[src/rtl/str_accel_pkg.sv]
`default_nettype none
// ============================================================================
// Module   : str_accel_pkg
// Purpose  : Shared constants for the string-compare accelerator: FSM state
//            encoding, Avalon-MM register addresses, CTRL/status bit
//            positions and a small count-saturation helper.
// Ports    : (package, none)
// Revision : 1.0 - initial release
// ============================================================================
package str_accel_pkg;

    // FSM state encoding
    localparam logic [1:0] c_st_idle = 2'd0;
    localparam logic [1:0] c_st_run  = 2'd1;
    localparam logic [1:0] c_st_done = 2'd2;

    // Register word addresses
    localparam logic [2:0] c_addr_push_a = 3'd0;
    localparam logic [2:0] c_addr_push_b = 3'd1;
    localparam logic [2:0] c_addr_ctrl   = 3'd2;
    localparam logic [2:0] c_addr_result = 3'd3;
    localparam logic [2:0] c_addr_count  = 3'd4;

    // CTRL write bits
    localparam int c_ctrl_go     = 0;
    localparam int c_ctrl_clear  = 1;
    localparam int c_ctrl_irq_en = 2;

    // CTRL read (status) bits
    localparam int c_stat_done   = 0;
    localparam int c_stat_busy   = 1;
    localparam int c_stat_irq_en = 2;
    localparam int c_stat_ovf    = 3;

    // RESULT equal flag position
    localparam int c_res_equal   = 31;

    // A FIFO holding DEPTH=256 words has a 9-bit count; the COUNT register
    // only has 8 bits per FIFO, so saturate rather than wrap to zero.
    function automatic logic [7:0] f_sat8(input logic [15:0] v);
        return (v > 16'd255) ? 8'hFF : v[7:0];
    endfunction

endpackage
`default_nettype wire

[src/rtl/sync_fifo.sv]
`default_nettype none
// ============================================================================
// Module   : sync_fifo
// Purpose  : Single-clock show-ahead FIFO. The head word is always visible on
//            data_o while the FIFO is not empty. flush_i empties the FIFO and
//            wins over a push or pop in the same cycle.
// Ports    : clk_i, rst_i (async, active-high)
//            push_i/data_i   - write a word (ignored when full)
//            pop_i           - drop the head word (ignored when empty)
//            flush_i         - discard all contents
//            data_o          - head word
//            full_o/empty_o  - occupancy flags
//            last_o          - exactly one word held
//            count_o         - number of words held
// Revision : 1.0 - initial release
// ============================================================================
module sync_fifo #(
    parameter int DATA_W = 32,
    parameter int DEPTH  = 16
) (
    input  logic                     clk_i,
    input  logic                     rst_i,
    input  logic                     push_i,
    input  logic [DATA_W-1:0]        data_i,
    input  logic                     pop_i,
    input  logic                     flush_i,
    output logic [DATA_W-1:0]        data_o,
    output logic                     full_o,
    output logic                     empty_o,
    output logic                     last_o,
    output logic [$clog2(DEPTH):0]   count_o
);

    localparam int AW = $clog2(DEPTH);
    localparam int CW = AW + 1;

    logic [DATA_W-1:0] mem_q [DEPTH];
    logic [AW-1:0]     wptr_q;
    logic [AW-1:0]     rptr_q;
    logic [CW-1:0]     count_q;

    logic w_push_ok;
    logic w_pop_ok;

    assign full_o    = (count_q == CW'(DEPTH));
    assign empty_o   = (count_q == '0);
    assign last_o    = (count_q == CW'(1));
    assign count_o   = count_q;
    assign data_o    = mem_q[rptr_q];

    assign w_push_ok = push_i && !full_o;
    assign w_pop_ok  = pop_i && !empty_o;

    // DEPTH is a power of two, so the pointers wrap naturally.
    always_ff @(posedge clk_i or posedge rst_i) begin
        if (rst_i) begin
            wptr_q  <= '0;
            rptr_q  <= '0;
            count_q <= '0;
        end else if (flush_i) begin
            wptr_q  <= '0;
            rptr_q  <= '0;
            count_q <= '0;
        end else begin
            if (w_push_ok) begin
                wptr_q <= wptr_q + AW'(1);
            end
            if (w_pop_ok) begin
                rptr_q <= rptr_q + AW'(1);
            end
            case ({w_push_ok, w_pop_ok})
                2'b10:   count_q <= count_q + CW'(1);
                2'b01:   count_q <= count_q - CW'(1);
                default: count_q <= count_q;
            endcase
        end
    end

    // Storage needs no reset: contents are only visible through count_q.
    always_ff @(posedge clk_i) begin
        if (w_push_ok && !flush_i) begin
            mem_q[wptr_q] <= data_i;
        end
    end

endmodule
`default_nettype wire

[src/rtl/str_cmp_avalon.sv]
`default_nettype none
// ============================================================================
// Module   : str_cmp_avalon
// Purpose  : Avalon-MM string comparator. Software pushes two strings word by
//            word into FIFO A and FIFO B, writes go, and the engine compares
//            one word pair per cycle until a mismatch, a NUL terminator, or
//            the end of either string. Result and done status are then
//            readable, with an optional level interrupt.
// Ports    : clock      - sole clock (rising edge)
//            reset      - asynchronous, active-high
//            chipselect, read, write, address[2:0], writedata - Avalon slave
//            readdata   - registered read data, 1-cycle latency
//            irq        - done AND irq_en
// Registers: 0 push A (WO), 1 push B (WO), 2 CTRL, 3 RESULT (RO),
//            4 COUNT (RO), 5-7 read as zero
// Revision : 1.0 - initial release
// Note     : DATA_W is expected to be a multiple of 8 and at least 32 so the
//            RESULT/COUNT layouts fit.
// ============================================================================
module str_cmp_avalon
    import str_accel_pkg::*;
#(
    parameter int DATA_W = 32,
    parameter int DEPTH  = 16
) (
    input  logic              clock,
    input  logic              reset,
    input  logic              chipselect,
    input  logic              read,
    input  logic              write,
    input  logic [2:0]        address,
    input  logic [DATA_W-1:0] writedata,
    output logic [DATA_W-1:0] readdata,
    output logic              irq
);

    localparam int CNT_W  = $clog2(DEPTH) + 1;
    localparam int NBYTES = DATA_W / 8;

    // ------------------------------------------------------------------
    // Bus decode
    // ------------------------------------------------------------------
    logic w_wr;
    logic w_rd;
    logic w_push_a_req;
    logic w_push_b_req;
    logic w_push_a_ok;
    logic w_push_b_ok;
    logic w_ctrl_wr;
    logic w_go;
    logic w_clear;
    logic w_result_rd;

    // ------------------------------------------------------------------
    // State
    // ------------------------------------------------------------------
    logic [1:0]  state_q,   state_d;
    logic        go_pend_q, go_pend_d;
    logic [15:0] cnt_q,     cnt_d;
    logic        res_eq_q,  res_eq_d;
    logic [15:0] res_idx_q, res_idx_d;
    logic        ovf_q,     ovf_d;
    logic        irq_en_q,  irq_en_d;

    logic        w_pop;
    logic        w_enter_done;
    logic        w_flush;

    // ------------------------------------------------------------------
    // FIFO interface
    // ------------------------------------------------------------------
    logic [DATA_W-1:0] w_head_a,  w_head_b;
    logic              w_full_a,  w_full_b;
    logic              w_empty_a, w_empty_b;
    logic              w_last_a,  w_last_b;
    logic [CNT_W-1:0]  w_count_a, w_count_b;

    logic [31:0]       w_rd32;

    function automatic logic f_has_nul(input logic [DATA_W-1:0] word);
        logic r;
        r = 1'b0;
        for (int i = 0; i < NBYTES; i++) begin
            if (word[i*8 +: 8] == 8'h00) begin
                r = 1'b1;
            end
        end
        return r;
    endfunction

    assign w_wr         = chipselect && write;
    assign w_rd         = chipselect && read;
    assign w_push_a_req = w_wr && (address == c_addr_push_a);
    assign w_push_b_req = w_wr && (address == c_addr_push_b);
    assign w_ctrl_wr    = w_wr && (address == c_addr_ctrl);
    assign w_go         = w_ctrl_wr && writedata[c_ctrl_go];
    assign w_clear      = w_ctrl_wr && writedata[c_ctrl_clear];
    assign w_result_rd  = w_rd && (address == c_addr_result);

    // Strings are only loaded while idle; anything else is an overflow.
    assign w_push_a_ok  = w_push_a_req && (state_q == c_st_idle) && !w_full_a;
    assign w_push_b_ok  = w_push_b_req && (state_q == c_st_idle) && !w_full_b;

    assign w_flush      = w_clear || w_enter_done;

    sync_fifo #(
        .DATA_W (DATA_W),
        .DEPTH  (DEPTH)
    ) u_fifo_a (
        .clk_i   (clock),
        .rst_i   (reset),
        .push_i  (w_push_a_ok),
        .data_i  (writedata),
        .pop_i   (w_pop),
        .flush_i (w_flush),
        .data_o  (w_head_a),
        .full_o  (w_full_a),
        .empty_o (w_empty_a),
        .last_o  (w_last_a),
        .count_o (w_count_a)
    );

    sync_fifo #(
        .DATA_W (DATA_W),
        .DEPTH  (DEPTH)
    ) u_fifo_b (
        .clk_i   (clock),
        .rst_i   (reset),
        .push_i  (w_push_b_ok),
        .data_i  (writedata),
        .pop_i   (w_pop),
        .flush_i (w_flush),
        .data_o  (w_head_b),
        .full_o  (w_full_b),
        .empty_o (w_empty_b),
        .last_o  (w_last_b),
        .count_o (w_count_b)
    );

    // ------------------------------------------------------------------
    // Control FSM
    // go is latched for one cycle before it is acted on, so the decision
    // is made on FIFO counts that already include any push sampled on the
    // same edge as go. This gives done one edge after the last compare.
    // ------------------------------------------------------------------
    always_comb begin
        state_d      = state_q;
        go_pend_d    = 1'b0;
        cnt_d        = cnt_q;
        res_eq_d     = res_eq_q;
        res_idx_d    = res_idx_q;
        ovf_d        = ovf_q;
        irq_en_d     = irq_en_q;
        w_pop        = 1'b0;
        w_enter_done = 1'b0;

        if (w_ctrl_wr) begin
            irq_en_d = writedata[c_ctrl_irq_en];
        end

        if ((w_push_a_req && !w_push_a_ok) || (w_push_b_req && !w_push_b_ok)) begin
            ovf_d = 1'b1;
        end

        case (state_q)
            c_st_idle: begin
                if (go_pend_q) begin
                    cnt_d = 16'd0;
                    if (w_empty_a && w_empty_b) begin
                        state_d      = c_st_done;
                        res_eq_d     = 1'b1;
                        res_idx_d    = 16'd0;
                        w_enter_done = 1'b1;
                    end else if (w_empty_a || w_empty_b) begin
                        // One string has length zero: shorter length is 0.
                        state_d      = c_st_done;
                        res_eq_d     = 1'b0;
                        res_idx_d    = 16'd0;
                        w_enter_done = 1'b1;
                    end else begin
                        state_d = c_st_run;
                    end
                end else if (w_go) begin
                    go_pend_d = 1'b1;
                end
            end

            c_st_run: begin
                // Both FIFOs are non-empty here: RUN is only entered with
                // data on both sides and is left as soon as either side
                // presents its last word.
                w_pop = 1'b1;
                if (w_head_a != w_head_b) begin
                    state_d      = c_st_done;
                    res_eq_d     = 1'b0;
                    res_idx_d    = cnt_q;
                    w_enter_done = 1'b1;
                end else if (f_has_nul(w_head_a) || (w_last_a && w_last_b)) begin
                    state_d      = c_st_done;
                    res_eq_d     = 1'b1;
                    res_idx_d    = cnt_q + 16'd1;
                    w_enter_done = 1'b1;
                end else if (w_last_a || w_last_b) begin
                    state_d      = c_st_done;
                    res_eq_d     = 1'b0;
                    res_idx_d    = cnt_q + 16'd1;
                    w_enter_done = 1'b1;
                end else begin
                    cnt_d = cnt_q + 16'd1;
                end
            end

            c_st_done: begin
                if (w_result_rd) begin
                    state_d = c_st_idle;
                end
            end

            default: begin
                state_d = c_st_idle;
            end
        endcase

        // clear overrides everything, including a go in the same write.
        if (w_clear) begin
            state_d      = c_st_idle;
            go_pend_d    = 1'b0;
            cnt_d        = 16'd0;
            res_eq_d     = 1'b0;
            res_idx_d    = 16'd0;
            ovf_d        = 1'b0;
            w_enter_done = 1'b0;
        end
    end

    always_ff @(posedge clock or posedge reset) begin
        if (reset) begin
            state_q   <= c_st_idle;
            go_pend_q <= 1'b0;
            cnt_q     <= 16'd0;
            res_eq_q  <= 1'b0;
            res_idx_q <= 16'd0;
            ovf_q     <= 1'b0;
            irq_en_q  <= 1'b0;
        end else begin
            state_q   <= state_d;
            go_pend_q <= go_pend_d;
            cnt_q     <= cnt_d;
            res_eq_q  <= res_eq_d;
            res_idx_q <= res_idx_d;
            ovf_q     <= ovf_d;
            irq_en_q  <= irq_en_d;
        end
    end

    // ------------------------------------------------------------------
    // Read path
    // ------------------------------------------------------------------
    always_comb begin
        w_rd32 = 32'h0;
        case (address)
            c_addr_ctrl: begin
                w_rd32[c_stat_done]   = (state_q == c_st_done);
                w_rd32[c_stat_busy]   = (state_q == c_st_run);
                w_rd32[c_stat_irq_en] = irq_en_q;
                w_rd32[c_stat_ovf]    = ovf_q;
            end
            c_addr_result: begin
                w_rd32[c_res_equal] = res_eq_q;
                w_rd32[15:0]        = res_idx_q;
            end
            c_addr_count: begin
                w_rd32[15:8] = f_sat8(16'(w_count_b));
                w_rd32[7:0]  = f_sat8(16'(w_count_a));
            end
            default: begin
                w_rd32 = 32'h0;
            end
        endcase
    end

    // A RESULT read returns the value captured here, before the state
    // change to IDLE takes effect.
    always_ff @(posedge clock or posedge reset) begin
        if (reset) begin
            readdata <= '0;
        end else if (w_rd) begin
            readdata <= DATA_W'(w_rd32);
        end
    end

    assign irq = (state_q == c_st_done) && irq_en_q;

endmodule
`default_nettype wire

[config.mk]
export PLATFORM = sky130hd
export DESIGN_NAME = str_cmp_avalon
export DESIGN_NICKNAME = d
export VERILOG_FILES = /design/src/rtl/str_accel_pkg.sv /design/src/rtl/sync_fifo.sv /design/src/rtl/str_cmp_avalon.sv
export SDC_FILE = /design/constraint.sdc
export NUM_CORES = 1
export LEC_CHECK = 0
export ABC_AREA = 1
export CELL_PAD_IN_SITES_DETAIL_PLACEMENT = 0
export CELL_PAD_IN_SITES_GLOBAL_PLACEMENT = 1
export CORE_MARGIN = 5
export CORE_UTILIZATION = 50
export DETAILED_ROUTE_END_ITERATION = 6
export PLACE_DENSITY = 0.76
export REMOVE_ABC_BUFFERS = 1
export SYNTH_ARGS = -nofsm -noshare
export SYNTH_HDL_FRONTEND = slang
export SYNTH_SLANG_ARGS = --single-unit
[constraint.sdc]
create_clock -name clock -period 5.7 [get_ports clock]
set_clock_uncertainty 0.2 [all_clocks]
set_input_delay 0.57 -clock clock [delete_from_list [all_inputs] [get_ports clock]]
set_output_delay 0.57 -clock clock [all_outputs]
set_load 0.02 [all_outputs]
======== Word level (Yosys, flattened, before mapping) ========
Memory sizes are Yosys's and may differ from the RTL's.
Cells that the tools add are included.
operators by class
  equality and inequality tests ........... 22
  reduce and logical (&&, ||, !) cells .... 54
  muxes and demuxes ....................... 71
  $add $sub $neg .......................... 9
operator list
  operator                                              number
  2-to-1 mux 16 bit                                     12
  case mux 16 bit (2 select lines)                      2
  zero test 8 bit                                       4
  2-to-1 mux 1 bit                                      32
  2-to-1 mux 4 bit                                      8
  != test 32 bit                                        1
  case mux 12 bit (2 select lines)                      1
  logical AND 1 bit                                     23
  case mux 5 bit (2 select lines)                       2
  adder 16 x 1 -> 16 bit (second input constant)        1
  adder 4 x 1 -> 4 bit (second input constant)          4
  2-to-1 mux 2 bit                                      8
  != test 3 bit (second input constant)                 5
  case mux 4 bit (3 select lines)                       1
  adder 5 x 1 -> 5 bit (second input constant)          2
  equality test 5 x 1 -> 1 bit (second input constant)  2
  equality test 5 bit (second input constant)           2
  zero test 5 bit                                       2
  2-to-1 mux 5 bit                                      2
  nonzero test 2 bit                                    5
  subtractor 5 x 1 -> 5 bit (second input constant)     2
  nonzero test 3 bit                                    3
  zero test 1 bit                                       7
  equality test 2 x 1 -> 1 bit (second input constant)  3
  14 further kinds                                      22
word-level totals
  logic and storage cells ................. 172
  input port bits ......................... 40
  bits in registers ....................... 81
  memories kept ........................... 2
  memory bits (writable) .................. 1,024
  output and inout bits ................... 33
memories
  memory          words  width  read ports  clocked after Yosys merged registers in  wr ports  RTL line         text
  u_fifo_a.mem_q  16     32     1           0                                        1         sync_fifo.sv:37  logic [DATA_W-1:0] mem_q [DEPTH];
  u_fifo_b.mem_q  16     32     1           0                                        1         sync_fifo.sv:37

======== Logic depth before layout (Yosys ltp) ========
Gate-level depths: netlist of the first run.
An unclocked memory read counts as a cell.
  word-level depth ........................ 18
  mapped depth ............................ 26
  mapped depth without buffers ............ 21

======== Modules after synthesis ========
Synthesis of the first run repeated with hierarchy kept, for this count alone.
unflattened totals
  cells, all modules ...................... 3,967
  area total of the unflattened synthesis .. 46,143.0 sq um
by module, submodules not included
  module                area each (sq um)  sequential area each (sq um)  times used  cells an instance
  sync_fifo (u_fifo_a)  21,043.9           15,700.1                      1           1,638
  sync_fifo (u_fifo_b)  20,973.9           15,700.1                      1           1,696
  str_cmp_avalon        4,125.2            1,376.3                       1           633

======== Worst setup path after synthesis of the first run ========
Ideal clock, no wire load.
  kind .................................... register to register
  start point ............................. register u_fifo_b.rptr_q[0]
  end point ............................... memory u_fifo_b.mem_q[11][0] (enable)
  cell stages (with the launch flop) ...... 25
  period minus slack after synthesis ...... 5.156 ns
  setup slack ............................. 0.544 ns
  arrival time ............................ 4.495 ns
  required time ........................... 5.039 ns
  setup time .............................. 0.461 ns
  path through ............................ dfrtp_1 buf_4 inv_2 buf_6 buf_6 buf_4 nand2_1 nand2_1 nand2_1 nand3_1 nand3_1 nand2_1 inv_1 nand2_1 nand2_1 nor2_1 nand2_1 nor2_1 nand2_1 nor2_4 nand2_1 nand2_1 nand2_2 buf_2 nor3_1
on the way
  word-level cells in the longest chain between the ends .. 10
ends and longest elaborated chain
  element                                 RTL line               text
  start: declaration                      sync_fifo.sv:39        logic [AW-1:0] rptr_q;
  start signal: assignment                sync_fifo.sv:69        rptr_q <= rptr_q + AW'(1);
  memory (16 x 32 bit)                    -
  != test 32 bit                          str_cmp_avalon.sv:193  if (w_head_a != w_head_b) begin
  2-to-1 mux 1 bit                        str_cmp_avalon.sv:193
  case mux 1 bit (2 select lines)         str_cmp_avalon.sv:165  case (state_q)
  2-to-1 mux 1 bit                        str_cmp_avalon.sv:225  if (w_clear) begin
  logical OR 1 bit                        str_cmp_avalon.sv:104  assign w_flush = w_clear || w_enter_done;
  zero test 1 bit                         sync_fifo.sv:81        if (w_push_ok && !flush_i) begin
  logical AND 1 bit                       sync_fifo.sv:81
  2-to-1 mux 1 bit                        sync_fifo.sv:81
  2-to-1 mux 1 bit (implied by the code)  sync_fifo.sv:82        mem_q[wptr_q] <= data_i;
  end: declaration                        sync_fifo.sv:37
Every way passes these cells.

======== Worst setup path in the final report of the first run ========
  start point ............................. register u_fifo_a.rptr_q[0]
  end point ............................... memory u_fifo_a.mem_q[12][22] (enable)
on the way
  word-level cells in the longest chain between the ends .. 18
ends and longest elaborated chain
  element                                     RTL line               text
  start: declaration                          sync_fifo.sv:39
  start signal: assignment                    sync_fifo.sv:69
  memory (16 x 32 bit) (*)                    -
  zero test 8 bit                             str_cmp_avalon.sv:84   if (word[i*8 +: 8] == 8'h00) begin
  2-to-1 mux 1 bit (4 in series)              str_cmp_avalon.sv:84
  2-to-1 mux 1 bit                            str_cmp_avalon.sv:193
  2-to-1 mux 1 bit                            str_cmp_avalon.sv:165
  logical OR 1 bit                            str_cmp_avalon.sv:198  end else if (f_has_nul(w_head_a) || (w_last_a && w_last_b)) begin
  2-to-1 mux 1 bit                            str_cmp_avalon.sv:198
  2-to-1 mux 1 bit (*)                        str_cmp_avalon.sv:193
  case mux 1 bit (2 select lines) (*)         str_cmp_avalon.sv:165
  2-to-1 mux 1 bit (*)                        str_cmp_avalon.sv:225
  logical OR 1 bit (*)                        str_cmp_avalon.sv:104
  zero test 1 bit (*)                         sync_fifo.sv:81
  logical AND 1 bit (*)                       sync_fifo.sv:81
  2-to-1 mux 1 bit (*)                        sync_fifo.sv:81
  2-to-1 mux 1 bit (implied by the code) (*)  sync_fifo.sv:82
  end: declaration                            sync_fifo.sv:37
Mark *: on every way between the ends. The rest lies on a longest branch, timed or not. The select of a mux whose other input is x is not followed.

==> impl_metrics.env, run 1 <==
export IMPL_gp_congestion=0.848
export IMPL_async_flop_share_pct=7.33
export IMPL_cts_buffers_inserted=114
export IMPL_avgViaCountPerCell=5.43
export IMPL_clock_sinks=1105
export IMPL_holdWs_ns=0.0665
export IMPL_holdCritPathClass="input port to asynchronous set/reset pin"
export IMPL_fin_crit_ns=5.22
export IMPL_gr_total_overflow=0
export IMPL_grt_max_degree=110
export IMPL_fin_nets=4669
export IMPL_period_share_pct=91.5
export IMPL_finalWirelength_um=130000
export IMPL_cts_hold_buf=0
export IMPL_antenna_found_initial=0
export IMPL_cts_tree="yes"
export IMPL_arrival_ns=5.42
export IMPL_r2r_start="u_fifo_a.rptr_q[0]"
export IMPL_start_util_pct=50.3
export IMPL_fp_dieW_um=319
export IMPL_crit_type="register to register"
export IMPL_timing_rr_end="u_fifo_a.mem_q[12][22]"
export IMPL_worst_pin_slew_ns=1.36
export IMPL_fin_area_um2=54100
export IMPL_worstPathMaxFanout=57
export IMPL_postCtsSetupBuffers=0
export IMPL_placed_cell_area_um2=50300
export IMPL_fp_row_count=113
export IMPL_drcViolationCount=0
export IMPL_final_core_util_pct=57.1
export IMPL_synth_edf_count=1024
export IMPL_ys_types=42
export IMPL_clkTransAtPathRegs_ns=0.06
export IMPL_end_kind="register"
export IMPL_post_route_cells_drive_above_1_share_pct=7.82
export IMPL_reg2reg_slack_ns=0.48
export IMPL_syn_inst=4536
export IMPL_cp_required_ns=5.90
export IMPL_powerDensity_nw_per_um2=354
export IMPL_synth_area_um2=47600
export IMPL_ys_seq_area_share_pct=68.8
export IMPL_rsz0062_at_grt="no"
export IMPL_ys_ff_latch=1105
export IMPL_wl_per_cell_um=21.8
export IMPL_synthXorXnorAreaFrac_pct=0.515
export IMPL_setup_tns_ns=0
export IMPL_drtIter0Drc=3579
export IMPL_grt_pass1_vias=30900
export IMPL_core_area_um2=94700
export IMPL_synth_top_family_by_area="simple AND/OR/NAND/NOR gates"
export IMPL_avgSynthCellArea_um2=10.5
export IMPL_status="finished clean"
export IMPL_n_antenna_cell=0
export IMPL_htreeDepth=3
export IMPL_dr_pass1_iters=6
export IMPL_start_kind="register"
export IMPL_clock_latency_ns=0.70
export IMPL_maxCapViolations=0
export IMPL_grt_pass1_wl_um=196000
export IMPL_setup_viol=0
export IMPL_io_pins=73
export IMPL_synth_warnings=0
export IMPL_die_h_um=319
export IMPL_synth_compound_area_share_pct=3.41
export IMPL_cts_resized=0
export IMPL_root_buffer="clkbuf_16"
export IMPL_drv_slew=0
export IMPL_area_growth_pct=13.6
export IMPL_cp_startpoint="u_fifo_a.rptr_q[0]"
export IMPL_ir_worst_vdd_v=0.000244
export IMPL_hold_viol=0
export IMPL_clk_path_buf_depth=3
export IMPL_synthSimpleGateAreaFrac_pct=21.1
export IMPL_die_area_um2=102000
export IMPL_ys_flop_type="edfxtp_1"
export IMPL_place_hpwl_um=76200
export IMPL_fmax_mhz=192
export IMPL_synthAdderAreaFrac_pct=0.473
export IMPL_grt_usage_pct=25.3
export IMPL_synth_mux_area_share_pct=0.0236
export IMPL_vias=32400
export IMPL_r2r_cells=21
export IMPL_port_buffers=57
export IMPL_slew_headroom_pct=9.23
export IMPL_ant_nets=0
export IMPL_p_leak_nw=21.3
[worst max-delay path by stage]
stage / cells past startpoint / slack [ns] / end
6_report: 21 / 0.48 / u_fifo_a.mem_q[12][22]
5_1_grt: 22 / 0.15 / u_fifo_a.mem_q[6][13]
4_1_cts: 19 / 0.48 / u_fifo_b.mem_q[8][1]
3_5_place_dp: 19 / 0.49 / u_fifo_b.mem_q[8][31]
3_3_place_gp: 21 / 0.54 / u_fifo_b.mem_q[8][31]
2_1_floorplan: 17 / -7.44 / u_fifo_b.mem_q[11][0]
[layout make-up]
cell class                 instances  area [um^2]
timing repair buffer             187         2060
sequential                      1105        32800
inverter                         388         1480
clock inverter                    74          742
multi-input combinational       2815        12400
fill                            8041        40600
tap                             1265         1580
clock buffer                     138         3040
[cells in the mapped netlist (all sizes together), types with 3 or more instances]
cell	n	area [um^2]
nand2	1441	5420
edfxtp	1024	30700
nand3	532	2700
nor2	457	1720
inv	385	1450
o21ai	211	1060
buf	180	1020
dfrtp	81	2030
clkbuf	62	233
o211ai	46	345
xor2	26	228
a21oi	18	90.1
ha	18	225
nor3	18	100
a22o	8	70.1
nand4	5	31.3
nor4	4	25.0
a221oi	3	26.3
clkinv	3	12.5
[worst max-delay path, stage by stage (launching register included)]
cell and delay (ns):
dfrtp_4 0.62, inv_6 0.45, buf_4 0.38, nand2_1 0.09, nand2_1 0.07, nand2_1 0.05, nand3_1 0.08, nand3_1 0.07
nand2_1 0.36, inv_2 0.04, nand2_1 0.06, nand2_1 0.11, nor2_1 0.12, nand2_1 0.10, nor2_1 0.12, nand2_1 0.12
nor2_4 0.36, nand3_4 0.11, nand2_2 0.21, nand3_1 0.36, nor2_4 0.54, buf_12 0.24
[state kept, by name, summed over array words and instances (netlist names), 2 cells and up]
register and count:
u_fifo_a.mem_q 512, readdata 17, u_fifo_b.wptr_q 4, u_fifo_b.mem_q 512
res_idx_q 16, u_fifo_a.count_o 5, u_fifo_b.count_o 5, u_fifo_b.rptr_q 4
u_fifo_a.rptr_q 4, state_q 2, cnt_q 16, u_fifo_a.wptr_q 4
[cell families (layout without fill, tap and decap cells)]
kind of cell    count (synthesis)  in the layout
simple gates                 2462           2462
flops                        1105           1105
buf+inv                       630            787
compound gates                291            291
xor+xnor                       28             28
fa+ha+maj                      18             18
other cells                     1             15
mux                             1              1
[report_power, final]
part | switching, mW | leakage, nW | internal, mW
sequential | 0.0523 | 10.3 | 8.91
clock | 3.10 | 1.86 | 4.41
combinational | 1.95 | 9.13 | 0.760
[through the flow]
| stage | power, mW | setup slack (ns) | instances |
|---|---|---|---|
| final | 19.2 | 0.482 | 5972 |
| after CTS | 19.3 | 0.481 | 5972 |
| after global routing | 20.0 | 0.146 | 5972 |
| after detailed placement | 11.8 | 0.495 | 5760 |
| after floorplan | 10.8 | -7.44 | 4308 |
| after global placement | 11.8 | 0.538 | 5760 |
[cells in the final DEF, fill, tap and decap left out, types with 22 or more instances in the layout]
cell	n
clkdlybuf4s50_1	57
nor2_1	428
clkinv_2	22
buf_12	41
xor2_1	26
nor2_4	29
dfrtp_1	73
edfxtp_1	1024
nand2_1	1438
o211ai_1	46
o21ai_0	197
clkbuf_16	117
clkinv_1	30
nand3_1	526
buf_4	89
inv_1	369
[per-layer routing]
layer	GRT usage, %	up-vias	wire length, um
met5	0	-	0
li1	-	15300	-
met4	6.93	0	3210
met2	39.7	1230	60000
met1	37.6	15700	57500
met3	3.27	203	9340
Power figures use the tool's default switching activity.
==> inputs of run 2 (changes only) <==
- ABC_CLOCK_PERIOD_IN_PS: not set -> 5700
==> results of run 2 <==
Same layout as run 1: the final DEF is identical, and so are final timing and power.
